`config.mk`:
```
export PLATFORM = sky130hd
export DESIGN_NAME = bin_to_bcd_seq
export DESIGN_NICKNAME = d
export VERILOG_FILES = /design/src/rtl/bin_to_bcd_seq.sv
export SDC_FILE = /design/constraint.sdc
export NUM_CORES = 1
export LEC_CHECK = 0
export CAP_MARGIN = 20
export CORE_ASPECT_RATIO = 1.25
export CORE_MARGIN = 2
export CORE_UTILIZATION = 50
export CTS_CLUSTER_DIAMETER = 40
export DETAILED_ROUTE_END_ITERATION = 10
export GPL_TIMING_DRIVEN = 0
export PLACE_DENSITY = 0.74
export SLEW_MARGIN = 20
export SYNTH_ARGS = -nofsm -noshare
export SYNTH_HDL_FRONTEND = slang
export SYNTH_SLANG_ARGS = --single-unit
```
`constraint.sdc`:
```
create_clock -name clk -period 1.8 [get_ports clk]
set_clock_uncertainty 0.1 [all_clocks]
set_input_delay 0.27 -clock clk [delete_from_list [all_inputs] [get_ports clk]]
set_output_delay 0.27 -clock clk [all_outputs]
set_load 0.02 [all_outputs]
```
`src/rtl/bin_to_bcd_seq.sv`:
```
// bin_to_bcd_seq: sequential binary-to-BCD converter using shift-and-add-3
// (double dabble). It processes one input bit per clock, so a conversion takes
// BIN_W cycles from an accepted start to the done pulse.
//
// Ports:
//   clk      rising-edge clock
//   rst      synchronous, active-high reset
//   start    request conversion of bin_in; sampled only while idle
//   bin_in   unsigned binary value, captured on an accepted start
//   busy     conversion in progress
//   done     one-cycle pulse: bcd_out/overflow were updated this cycle
//   bcd_out  result; digit k = bcd_out[4k+3:4k], digit 0 = ones
//   overflow value exceeded 10^DIGITS-1; valid with done
module bin_to_bcd_seq #(
  parameter int unsigned BIN_W  = 16,
  parameter int unsigned DIGITS = 5
) (
  input  logic                  clk,
  input  logic                  rst,
  input  logic                  start,
  input  logic [BIN_W-1:0]      bin_in,
  output logic                  busy,
  output logic                  done,
  output logic [4*DIGITS-1:0]   bcd_out,
  output logic                  overflow
);

  localparam int unsigned BCD_W = 4 * DIGITS;
  localparam int unsigned CNT_W = $clog2(BIN_W + 1);

  typedef enum logic {
    IDLE  = 1'b0,
    SHIFT = 1'b1
  } state_t;

  state_t             state, state_nxt;
  logic [BIN_W-1:0]   sreg, sreg_nxt;
  logic [BCD_W-1:0]   scratch, scratch_nxt;
  logic               ovf_acc, ovf_acc_nxt;
  logic [CNT_W-1:0]   cnt, cnt_nxt;
  logic               busy_nxt;
  logic               done_nxt;
  logic [BCD_W-1:0]   bcd_nxt;
  logic               overflow_nxt;

  // Datapath for one dabble step: add 3 to every digit >= 5, then shift the
  // shift-register MSB into digit 0. Bit BCD_W is the bit leaving the top digit.
  logic [BCD_W-1:0]   adj;
  logic [BCD_W:0]     shifted;

  always_comb begin : dabble_step
    adj = scratch;
    for (int k = 0; k < int'(DIGITS); k++) begin
      if (scratch[4*k +: 4] >= 4'd5) begin
        adj[4*k +: 4] = scratch[4*k +: 4] + 4'd3;
      end
    end
    shifted = {adj, sreg[BIN_W-1]};
  end

  // Next-state and next-output logic.
  always_comb begin : next_logic
    state_nxt    = state;
    sreg_nxt     = sreg;
    scratch_nxt  = scratch;
    ovf_acc_nxt  = ovf_acc;
    cnt_nxt      = cnt;
    busy_nxt     = busy;
    done_nxt     = 1'b0;
    bcd_nxt      = bcd_out;
    overflow_nxt = overflow;

    case (state)
      IDLE: begin
        if (start) begin
          state_nxt   = SHIFT;
          sreg_nxt    = bin_in;
          scratch_nxt = '0;
          ovf_acc_nxt = 1'b0;
          cnt_nxt     = CNT_W'(BIN_W);
          busy_nxt    = 1'b1;
        end
      end
      SHIFT: begin
        scratch_nxt = shifted[BCD_W-1:0];
        sreg_nxt    = BIN_W'(sreg << 1);
        ovf_acc_nxt = ovf_acc | shifted[BCD_W];
        cnt_nxt     = cnt - CNT_W'(1);
        // Last shift: publish the freshly shifted value so the result never
        // appears partially on bcd_out.
        if (cnt == CNT_W'(1)) begin
          state_nxt    = IDLE;
          busy_nxt     = 1'b0;
          done_nxt     = 1'b1;
          bcd_nxt      = shifted[BCD_W-1:0];
          overflow_nxt = ovf_acc | shifted[BCD_W];
        end
      end
      default: begin
        state_nxt = IDLE;
        busy_nxt  = 1'b0;
      end
    endcase
  end

  // State and output registers.
  always_ff @(posedge clk) begin : regs
    if (rst) begin
      state    <= IDLE;
      sreg     <= '0;
      scratch  <= '0;
      ovf_acc  <= 1'b0;
      cnt      <= '0;
      busy     <= 1'b0;
      done     <= 1'b0;
      bcd_out  <= '0;
      overflow <= 1'b0;
    end else begin
      state    <= state_nxt;
      sreg     <= sreg_nxt;
      scratch  <= scratch_nxt;
      ovf_acc  <= ovf_acc_nxt;
      cnt      <= cnt_nxt;
      busy     <= busy_nxt;
      done     <= done_nxt;
      bcd_out  <= bcd_nxt;
      overflow <= overflow_nxt;
    end
  end

endmodule

```
==> flow_summary.toml, run 1 <==
[timing]
tightest_slew_ns = 0.6955
setup_viol = 0
clock.fmax_mhz = 583.2
fin_crit_ns = 1.715
slew_viol_final = 0
relSlewSlack = 0.5327
fin_ws_ns = 0.08542
period_share = 0.9525
rsz0062_at_grt = "true"
hold_viol_final = 0

[power_and_ir_drop]
power_mw = 2.871
p_per_area_nw_per_um2 = 808.4
peakVddDrop_uv = 525.3
p_leak_nw = 1.357

[place]
hpwl_um = 4333
dpl_cell_area_um2 = 3368
place.gp.congestion = 0.8352
placedCellCount = 415
place_ws_ns = -0.3275
io_buffer_count = 40

[setup_path]
cpPeakStageDelay_ns = 0.61
critPathTopFamily = "buffers and inverters"
critical_path_class = "input pin to flip-flop"
crit_fanout = 10
crit_required_ns = 1.99
start_kind = "input pin"
end_kind = "flip-flop"
path_cells = "clkdlybuf4s50_1, nor3_1, buf_2, a22o_1"
crit_slowest_cell = "nor3_1"
cp_num_buf_inv = 2
cp.arrival_ns = 1.90

[drt]
vias = 2366
drtAntennaViolNets = 0
dr.pass1.iters = 4
drt-initial-drc-count = 116
wire_per_inst_um = 14.44
drc_errors = 0
routed_wl_um = 6225
vias_per_cell = 5.490

[yosys]
yosys.area_share.xor_xnor = 0.01516
synthArstFlopShare = 0
netlist_instances = 311
synth_nets = 342
synth_top_family_by_area = "compound AO/OA/AOI/OAI gates"
yosys.cell_types.count = 31
synth-main-ff-cell = "dfxtp_1"
yosysSeqAreaShare = 0.4575
synth_top_area_cell = "dfxtp_1"
synth_warnings = 0
syn_area_um2 = 2888
synth-edff-count = 0
yosysTopAreaCellShare = 0.4575
avgSynthCellArea_um2 = 9.285
synth_mux_area_frac = 0.07626
synth_compound_area_frac = 0.2062
synth_area_leaders = "dfxtp_1 (46%), mux2i_1 (7.6%), a22o_1 (6.7%)"
synth_seq_cells = 66
synth-adder-area-share = 0.05199
synthSimpleGateAreaFrac = 0.1417

[cells_and_area]
synthToLayoutAreaGrowth_pct = 22.96
final_cells = 431
diodes = 0
layout_common_cells = "dfxtp_1 (66), clkdlybuf4s50_1 (40), nor2_1 (38)"
final_nets = 393
n_fill_cell = 495
final_common_cell = "dfxtp_1"
drive_above_1_share = 0.08174
finalInstanceArea_um2 = 3551

[clock_network]
h-tree-depth = 3
clock-sinks = 66
clock_path_buffers = 2
clk_latency_ns = 0.34
cts_setup_buffers = 0
cts_root_buf = "clkbuf_8"
cts_buffers = 9
cts_tree = "yes"
cts_resized = 0
cts_hold_buf = 0
clkTransAtPathRegs_ns = 0.07

[global_route]
grt_overflow_total = 0
track_usage = 0.2086
grt_pass1_vias = 2282
grt_max_degree = 12
antenna_found_initial = 0
grt_pass1_wl_um = 10300

[die]
io_pins = 42
fp.coreArea_um2 = 5518
start_util = 0.5234
die_area_um2 = 6403
fp-row-count = 30
chipHeight_um = 88.97
die_w_um = 71.98

[outcome]
outcome = "complete, no violations"

[flow_run]
drv_cap = 0

[hold_path]
min_path_type = "input pin to flip-flop"
## final timing paths
path	start	end	slack, ns	cells past startpoint
worst max-delay path	start	scratch[10]$_SDFFE_PP0P_	0.09	4
worst min register to register	bcd_out[7]$_SDFFE_PP0P_	bcd_out[7]$_SDFFE_PP0P_	0.36	1
worst max register to register	state$_SDFF_PP0_	sreg[8]$_SDFFE_PP0P_	0.13	5
worst min-delay path	rst	busy$_SDFFE_PP0P_	0.30	3
## metrics by stage
step | hold slack, ns | TNS [ns] | utilization
after global routing | 0.3299 | -0.2524 | 0.6435
after global placement | 0.3475 | -2.295 | 0.6104
after CTS | 0.2613 | 0 | 0.6413
after floorplan | 0.3481 | 0 | -
after detailed placement | 0.3507 | -3.737 | 0.6104
final | 0.2967 | 0 | 0.6435
## synthesized netlist by cell type (2+ instances only)
cell and number:
a22o_1 22, buf_2 6, nor3_1 10, clkbuf_1 8, o21ai_0 17, nand3b_1 2, o2bb2ai_1 9, mux2i_1 22
nand3_1 5, buf_6 2, inv_1 14, nand2b_1 7, a21oi_1 38, dfxtp_1 66, nand2_1 4, nor2b_1 2
xnor2_1 5, nor3b_1 9, a311oi_1 2, ha_1 12, nor2_1 39
## cells by family after synthesis
family / Yosys count
simple gates: 82
mux: 22
buf+inv: 32
fa+ha+maj: 12
flops: 66
xor+xnor: 5
compound gates: 92
## registers in the layout, indices dropped and copies added, names as in the netlist
name      cells
ovf_acc       1
cnt           5
sreg         16
scratch      20
overflow      1
done          1
busy          1
state         1
bcd_out      20
## tightest hold or removal path: stages
cell	delay (ns)
clkbuf_1	0.16
nor2_1	0.12
a22o_1	0.14
## final cells by class
type	count	area, um^2	share of cell area
multi-input cells	213	1431	0.4031
flip-flops and latches	66	1321	0.3721
repair buffers	40	400.4	0.1128
clock buffers	10	137.6	0.03876
plain buffers	16	82.58	0.02326
well taps	64	80.08	0.02255
inverters	16	65.06	0.01832
clock inverters	6	32.53	0.009161
## power breakdown
part           switching [mW]  internal [mW]
logic                   0.150          0.113
clock network           0.558          0.524
registers              0.0272           1.50
## layer usage
layer / global-route usage / up-vias / share of wire
met2: 0.3594 / 50 / 0.49
met3: 0.03720 / 14 / 0.035
met1: 0.2461 / 1094 / 0.45
li1: - / 1208 / -
met5: 0 / - / 0
met4: 0.1166 / 0 / 0.022
(Power assumes the default switching activity.)
==> run 2, diff against run 1 <==
CTS_CLUSTER_DIAMETER = default   (was 40)
==> results of run 2 <==
Final layout, timing and power as in run 1 (identical DEF).
